File: src/rtl/risc_pkg.sv
// risc_pkg
// Shared definitions for the instruction-path blocks: default widths and
// depth, the burst-loader state encoding and the terminator instruction.
package risc_pkg;

  localparam int DEF_INST_W = 8;
  localparam int DEF_BUS_W  = 256;
  localparam int DEF_DEPTH  = 32;

  typedef enum logic {
    LD_IDLE   = 1'b0,
    LD_UNPACK = 1'b1
  } ld_state_e;

  // All-ones instruction; ends unpacking early when the terminator stop is enabled.
  localparam logic [DEF_INST_W-1:0] INST_TERM = '1;

endpackage

File: src/rtl/inst_ram.sv
// inst_ram
// DEPTH x INST_W instruction store, one write port and one read port,
// synchronous read, no reset on the contents.
//   clk            sole clock, rising edge
//   wr_en/wr_addr/wr_data   write port
//   rd_en/rd_addr  read request; rd_data is valid the cycle after rd_en
//   rd_data        registered read data (held when rd_en is low)
module inst_ram #(
  parameter int INST_W = 8,
  parameter int DEPTH  = 32,
  parameter int ADDR_W = $clog2(DEPTH)
) (
  input  logic              clk,
  input  logic              wr_en,
  input  logic [ADDR_W-1:0] wr_addr,
  input  logic [INST_W-1:0] wr_data,
  input  logic              rd_en,
  input  logic [ADDR_W-1:0] rd_addr,
  output logic [INST_W-1:0] rd_data
);

  logic [INST_W-1:0] mem_q [DEPTH];
  logic [INST_W-1:0] rd_data_q;

  always_ff @(posedge clk) begin
    if (wr_en) mem_q[wr_addr] <= wr_data;
    if (rd_en) rd_data_q <= mem_q[rd_addr];
  end

  assign rd_data = rd_data_q;

endmodule

File: src/rtl/inst_stream_loader.sv
// inst_stream_loader
// Instruction memory with a burst loader. A wide bus word is captured on
// load accept and unpacked into consecutive slots, one lane per cycle,
// starting at load_base (wrapping mod DEPTH). The execution engine reads
// through a request/valid port with one cycle of latency, served only while
// the loader is idle.
//   clk, nReset                         clock, async active-low reset
//   load_valid/load_ready/load_data/load_base   load handshake and payload
//   load_done                           one-cycle pulse after the final write
//   clear                               synchronous zero of prog_len
//   fetch_req/fetch_addr                read request
//   fetch_valid/fetch_data/fetch_oob    read response
//   prog_len                            instructions written, saturating at DEPTH
//
// state     | meaning
// ----------+---------------------------------------------------------
// LD_IDLE   | ready for a load; fetch requests are served
// LD_UNPACK | writing captured lanes, one per cycle; fetches are dropped
module inst_stream_loader
  import risc_pkg::*;
#(
  parameter int BUS_W   = DEF_BUS_W,
  parameter int INST_W  = DEF_INST_W,
  parameter int DEPTH   = DEF_DEPTH,
  parameter int TERM_EN = 0,
  localparam int ADDR_W = $clog2(DEPTH),
  localparam int LEN_W  = $clog2(DEPTH + 1)
) (
  input  logic              clk,
  input  logic              nReset,
  input  logic              load_valid,
  output logic              load_ready,
  input  logic [BUS_W-1:0]  load_data,
  input  logic [ADDR_W-1:0] load_base,
  output logic              load_done,
  input  logic              clear,
  input  logic              fetch_req,
  input  logic [ADDR_W-1:0] fetch_addr,
  output logic              fetch_valid,
  output logic [INST_W-1:0] fetch_data,
  output logic              fetch_oob,
  output logic [LEN_W-1:0]  prog_len
);

  localparam int LANES  = BUS_W / INST_W;
  localparam int LANE_W = (LANES > 1) ? $clog2(LANES) : 1;
  localparam logic [LEN_W-1:0]  LEN_MAX   = LEN_W'(DEPTH);
  localparam logic [LANE_W-1:0] LANE_LAST = LANE_W'(LANES - 1);
  localparam logic [INST_W-1:0] TERM_INST = {INST_W{INST_TERM[0]}};

  ld_state_e                    state_q, state_d;
  logic [LANE_W-1:0]            lane_q, lane_d;
  logic [LANES-1:0][INST_W-1:0] word_q, word_d;
  logic [ADDR_W-1:0]            base_q, base_d;
  logic [LEN_W-1:0]             len_q, len_d;
  logic                         done_q, done_d;
  logic                         fvalid_q, fvalid_d;
  logic                         foob_q, foob_d;

  logic              wr_en;
  logic [ADDR_W-1:0] wr_addr;
  logic [INST_W-1:0] wr_inst;
  logic              rd_en;
  logic [INST_W-1:0] rd_inst;
  logic              last_lane;

  always_comb begin
    state_d   = state_q;
    lane_d    = lane_q;
    word_d    = word_q;
    base_d    = base_q;
    len_d     = len_q;
    done_d    = 1'b0;
    fvalid_d  = 1'b0;
    foob_d    = 1'b0;
    wr_en     = 1'b0;
    rd_en     = 1'b0;
    wr_addr   = base_q + ADDR_W'(lane_q);
    wr_inst   = word_q[lane_q];
    last_lane = (lane_q == LANE_LAST) || ((TERM_EN != 0) && (wr_inst == TERM_INST));

    case (state_q)
      LD_IDLE: begin
        if (load_valid) begin
          state_d = LD_UNPACK;
          lane_d  = '0;
          word_d  = load_data;
          base_d  = load_base;
        end
        // A fetch on the accept edge reads the RAM before lane 0 lands.
        if (fetch_req) begin
          rd_en    = 1'b1;
          fvalid_d = 1'b1;
          foob_d   = (LEN_W'(fetch_addr) >= len_q);
        end
      end
      LD_UNPACK: begin
        wr_en = 1'b1;
        if (len_q != LEN_MAX) len_d = len_q + 1'b1;
        if (last_lane) begin
          state_d = LD_IDLE;
          done_d  = 1'b1;
        end else begin
          lane_d = lane_q + 1'b1;
        end
      end
      default: state_d = LD_IDLE;
    endcase

    if (clear) len_d = '0;
  end

  always_ff @(posedge clk or negedge nReset) begin
    if (!nReset) begin
      state_q  <= LD_IDLE;
      lane_q   <= '0;
      word_q   <= '0;
      base_q   <= '0;
      len_q    <= '0;
      done_q   <= 1'b0;
      fvalid_q <= 1'b0;
      foob_q   <= 1'b0;
    end else begin
      state_q  <= state_d;
      lane_q   <= lane_d;
      word_q   <= word_d;
      base_q   <= base_d;
      len_q    <= len_d;
      done_q   <= done_d;
      fvalid_q <= fvalid_d;
      foob_q   <= foob_d;
    end
  end

  inst_ram #(
    .INST_W (INST_W),
    .DEPTH  (DEPTH),
    .ADDR_W (ADDR_W)
  ) u_ram (
    .clk     (clk),
    .wr_en   (wr_en),
    .wr_addr (wr_addr),
    .wr_data (wr_inst),
    .rd_en   (rd_en),
    .rd_addr (fetch_addr),
    .rd_data (rd_inst)
  );

  assign load_ready  = (state_q == LD_IDLE);
  assign load_done   = done_q;
  assign prog_len    = len_q;
  assign fetch_valid = fvalid_q;
  assign fetch_oob   = foob_q;
  // RAM output is unreset and holds stale data; expose it only on an in-range response.
  assign fetch_data  = (fvalid_q && !foob_q) ? rd_inst : '0;

endmodule

File: config.mk
export PLATFORM = sky130hd
export DESIGN_NAME = inst_stream_loader
export DESIGN_NICKNAME = d
export VERILOG_FILES = /design/src/rtl/risc_pkg.sv /design/src/rtl/inst_ram.sv /design/src/rtl/inst_stream_loader.sv
export SDC_FILE = /design/constraint.sdc
export NUM_CORES = 1
export LEC_CHECK = 0
export ABC_AREA = 1
export CAP_MARGIN = 20
export CORE_ASPECT_RATIO = 2
export CORE_UTILIZATION = 59
export CTS_CLUSTER_SIZE = 10
export DETAILED_ROUTE_END_ITERATION = 7
export HOLD_SLACK_MARGIN = 0.06
export PLACE_DENSITY = 0.84
export SYNTH_ARGS = -nofsm -noshare
export SYNTH_HDL_FRONTEND = slang
export SYNTH_SLANG_ARGS = --single-unit
File: constraint.sdc
create_clock -name clk -period 4.9 [get_ports clk]
set_clock_uncertainty 0.05 [all_clocks]
set_input_delay 0.98 -clock clk [delete_from_list [all_inputs] [get_ports clk]]
set_output_delay 0.98 -clock clk [all_outputs]
set_load 0.02 [all_outputs]
======== Word-level counts from Yosys, hierarchy flattened ========
Memories as Yosys holds them, arrays and structs flattened. A register that Yosys moved wholly into a read port is not among the register bits.
Cells that the tools add are included.
storage, ports and cells
  bits in registers ....................... 276
  memory bits (writable) .................. 256
  input bits .............................. 271
  output and inout bits ................... 18
  word-level logic and storage cells ...... 78
  memories ................................ 1
operators by class
  add/sub/neg operators ................... 3
  order comparisons ....................... 2
  equality and inequality tests ........... 4
  multiplexer cells ....................... 21
  bitwise gates (word level) .............. 1
  reductions and logical operators ........ 7
memory list
  name         words  width  read ports  clocked after Yosys merged registers in  wr ports  line            RTL
  u_ram.mem_q  32     8      1           1                                        1         inst_ram.sv:22  logic [INST_W-1:0] mem_q [DEPTH];
operator list
  kind                                                                   number
  8-bit binary-select mux with 5-bit select                              1
  6-bit 2-to-1 mux                                                       3
  8-bit 2-to-1 mux                                                       2
  1-bit 2-to-1 mux                                                       11
  5-bit 2-to-1 mux                                                       2
  5-bit one-hot mux with 2 select lines                                  1
  6-bit by 1-bit adder with 6-bit output (second input constant)         1
  5-bit by 6-bit greater-or-equal comparator with 1-bit output           1
  5-bit by 6-bit < comparator with 1-bit output (second input constant)  1
  6-bit inequality test (second input constant)                          1
  2-bit AND reduction                                                    3
  5-bit by 1-bit adder with 5-bit output (second input constant)         1
  5-bit adder                                                            1
  5-bit == test (second input constant)                                  1
  2-bit inequality test (second input constant)                          2
  2-bit nonzero test                                                     2
  1-bit one-hot mux with 2 select lines                                  1
  1-bit logical AND                                                      1
  1-bit logical NOT                                                      1
  1-bit inverter                                                         1

======== Depth between registers and ports, before layout ========
  depth in word-level cells ............... 4
  depth in mapped cells ................... 11
  mapped depth without buffers ............ 9

======== Hierarchy ========
Synthesis repeated with hierarchy kept, for this count alone.
unflattened totals
  cell total of the unflattened synthesis .. 2768
  area, all modules ....................... 24264.5 µm²
by module, submodules not included
  module              instances  cells each  area an instance (µm²)  sequential area each (µm²)
  inst_stream_loader  1          1846        13397.8                 6906.6
  inst_ram            1          922         10866.7                 7927.6

======== Worst setup path before layout ========
Ideal clock, no wire load.
  path type ............................... reg-to-reg
  start point ............................. register lane_q[0]
  end point ............................... memory u_ram.mem_q[12][0] (enable)
  setup time .............................. 0.370 ns
  arrival ................................. 1.950 ns
  data required time ...................... 4.480 ns
  path slack .............................. 2.530 ns
  cell stages (with the launch flop) ...... 10
  buffers on the path ..................... 0
  clock period less this slack ............ 2.370 ns
  path through ............................ dfrtp_1 > ha_1 > fa_1 > nand3_1 > nand2_1 > nand2_1 > nand2_1 > inv_1 > nand3_1 > nor2_1
on the way
  cells in the longest elaborated chain, start to end .. 1
ends and longest elaborated chain
  item                      line                       RTL
  start: declaration        inst_stream_loader.sv:52   logic [LANE_W-1:0] lane_q, lane_d;
  start signal: assignment  inst_stream_loader.sv:125  lane_q <= lane_d;
  5-bit adder               inst_stream_loader.sv:78   wr_addr = base_q + ADDR_W'(lane_q);
  end: declaration          inst_ram.sv:22
No other way between the ends.

======== Worst setup path in the final report ========
  start point ............................. register lane_q[0]
  end point ............................... memory u_ram.mem_q[7][2] (data pin)
on the way
  cells in the longest elaborated chain, start to end .. 2
ends and longest elaborated chain
  item                                       line                      RTL
  8-bit binary-select mux with 5-bit select  inst_stream_loader.sv:79  wr_inst = word_q[lane_q];
  8-bit 2-to-1 mux (implied by the code)     inst_stream_loader.sv:79
  via u_ram.wr_data[2]                       inst_ram.sv:16            input logic [INST_W-1:0] wr_data,
The timed path passes the listed nets, and every way through them passes these cells. The select of a mux whose other input is x is not followed.

==> key figures <==
Global route
  • First-pass GRT wire length: roughly 110000 microns
  • Initial antenna violation count: 0
  • Largest net degree at the start of global routing: 169
  • GRT Residual Overflow: 0
  • Total Routing Usage GR: between 30% and 40%
  • Vias in the first global route: roughly 21000

Yosys
  • Synthesized instance count: around 2800
  • Yosys warning total: 0
  • Synthesized flop and latch total: 540
  • Synth Area in XOR/XNOR: 0.218%
  • Multiplexer share of the synthesized area: 0%
  • Post-synth EDFFs: 264
  • Syn_nets: 3054
  • Sequential share of the synthesized area: 61.6%
  • Synth cell types: 26
  • Synth Cell Area: 24100 sq um
  • Compound-Gate Fraction of Synth Area: less than 1%
  • Adder-cell share of the synthesized area: less than 1%
  • Main combinational cell family by area after synthesis: simple AND/OR/NAND/NOR gates
  • Primary FF master, synth: dfrtp_1
  • Ys async rst share: 51.1%
  • Mapped Avg Cell Area: between 8 and 9 sq um
  • Post-Synth Simple-Gate Area: 33.2%

Setup path
  • Critical path startpoint category: flip-flop
  • Crit. End Element: flip-flop
  • CP max FO: 77
  • Crit path DAT: 3.94 ns
  • Worst EP required: slightly above 5 ns
  • Setup Crit Path Kind: flip-flop to flip-flop

Drt
  • Vias per std cell: 5.81
  • DRC Markers: 0
  • Antenna Nets Post-Route: 0
  • Initial drt markers: 2370
  • Vias: a little over 20000
  • Drt first pass iters: 6
  • Average wire per standard cell: roughly 21 microns
  • Detailed-route wire length: 73600 microns

STA
  • Max Slew Vio Count: 0
  • Fmax: around 0.27 GHz
  • Tcrit/Tclk final: 76.3%
  • RSZ-0062 raised after global routing: no
  • Worst slew margin: 17.6%
  • Minimum clock period: 3.74 ns
  • Final Setup Violations: 0
  • Hold_ws: 0.387 ns
  • Total negative setup slack: 0 ns
  • Worst-Margin Slew: 1.23 ns
  • Final hold vios: 0

CTS
  • Clock Pin Slew Worst Setup and Hold Paths: 0.06 ns
  • Skew-Pair Late Insertion Delay: 0.61 ns
  • Setup bufs post-CTS: 0
  • Num CTS Buffers: 59
  • Clock sinks: 540
  • CTS resizes: 0
  • CTS tree: done
  • Clock root buffer master: clkbuf_16
  • CTS max path bufs: 3
  • H-tree depth: 2
  • Hold-fix buffers, CTS: 0

Power
  • Sequential power share: roughly 45%
  • Power per cell area: 643 nW/um^2
  • Static Leak: 13.2 nW
  • Comb pwr share: around a third
  • Power Total: 18.6 mW
  • VDD IR max: ~0.43 mV
  • Clock Power Share: about a fifth
  • Switching share of power: 38.5%
  • Net Sw Power: 7.16 mW
  • Cell Int Power: about 11 mW

Finish
  • Finished Layout Cells: ~3600
  • Leading cell type in the layout, fill and taps excluded: nand2_1
  • Synthesis-to-finish area growth: 20.1%
  • Ant diodes: 0
  • Layout cell share with drive strength beyond 1: 3.84%
  • Most frequent cells in the layout: nand2_1 (1523), nand3_1 (406), clkdlybuf4s50_1 (285)
  • Cell area after layout: between 20000 and 30000 sq um
  • Fin nets: 3281

Place
  • # port buffers: 288
  • HPWL after DPL: just under 50000 microns
  • GP Congestion: between 0.8 and 0.9
  • DP Cell Count: 3461
  • Placed Instance Area: 27200 sq um

Outcome
  • Outcome: complete, no violations

Die
  • Boundary pin count: 289
  • Die H: 288 microns
  • Die Area: around 42000 sq um
  • Core Region: 40200 sq um
  • Initial Util: 59.9%
  • Die Span X: between 100 and 150 microns
  • Rows: 104

Worst hold path
  • Worst Hold Class: primary input to async pin

Run
  • Max-cap violation count: 0
through the flow:
| stage | util [%] | worst slack, ns |
|---|---|---|
| after global routing | 71.9 | 0.960 |
| final | 71.9 | 1.16 |
| after floorplan | - | 2.53 |
| after global placement | 67.8 | 1.39 |
| after detailed placement | 67.8 | 1.29 |
| after CTS | 71.8 | 1.24 |
worst max-delay path: stages (launching register included):
cell	delay (ns)
dfrtp_4	0.41
buf_4	0.51
buf_4	0.76
nand2_1	0.12
nand3_1	0.22
nand3_1	0.12
nand2_1	0.09
nand2_1	0.05
nand2_1	0.13
nand2_1	0.10
nand2_1	0.75
sequential cells by signal, indices dropped and copies added, names as in the netlist:
| name | count |
|---|---|
| base_q | 5 |
| load_done | 1 |
| u_ram.mem_q | 256 |
| lane_q | 5 |
| word_q | 256 |
| state_q | 1 |
| fetch_valid | 1 |
| prog_len | 6 |
| u_ram.rd_data | 8 |
| fetch_oob | 1 |
area by class of cell:
type	count	area, sq um
Clock buffer	87	1580
Clock inverter	2	32.5
Fill cell	2878	11300
Inverter	41	160
Multi-Input combinational cell	2025	8330
Sequential cell	540	14800
Tap cell	530	663
Timing Repair Buffer	329	3290
power by group through the flow:
stage / sequential (mW) / clock, mW / combinational, mW
floorplan: 7.97 / 0 / 4.10
global placement: 8.24 / 0 / 5.94
detailed placement: 8.31 / 0 / 6.20
CTS: 8.25 / 3.90 / 6.26
global route: 8.42 / 4.07 / 7.00
finish: 8.29 / 3.89 / 6.41
cells in the mapped netlist, drive strengths merged (2+ instances only):
library cell,instances,area (sq um)
a21oi,2,10.0
ha,13,163
nand4,3,18.8
clkinv,2,7.51
o21ai,12,60.1
clkbuf,34,128
nand3,406,2030
nand2,1524,5720
edfxtp,264,7930
buf,129,637
dfrtp,276,6910
xor2,6,52.6
inv,39,146
nor2,51,191
metal layers:
metal,up-vias,track usage (%),share of wire (%)
met5,-,0,0
met4,0,32.8,10
met3,348,5.49,7.9
met2,1315,62.2,51
met1,9652,39.3,31
li1,9337,-,-
kinds of logic after synthesis:
group           count (synthesis)
simple gates                 1987
flops                         540
buf+inv                       204
compound gates                 18
fa+ha+maj                      14
xor+xnor                        6
worst paths after layout:
check	slack, ns	to	depth (start not counted)	from
worst max-delay path	1.16	u_ram.mem_q[7][2]	10	lane_q[0]
worst min-delay path	0.39	word_q[181]	1	nReset
worst max register to register	1.16	u_ram.mem_q[7][2]	10	lane_q[0]
worst min register to register	0.43	word_q[181]	2	word_q[181]
max in group asynchronous	3.34	word_q[113]	2	nReset
min in group clk	0.43	word_q[181]	2	word_q[181]
Power figures use the tool's default switching activity.
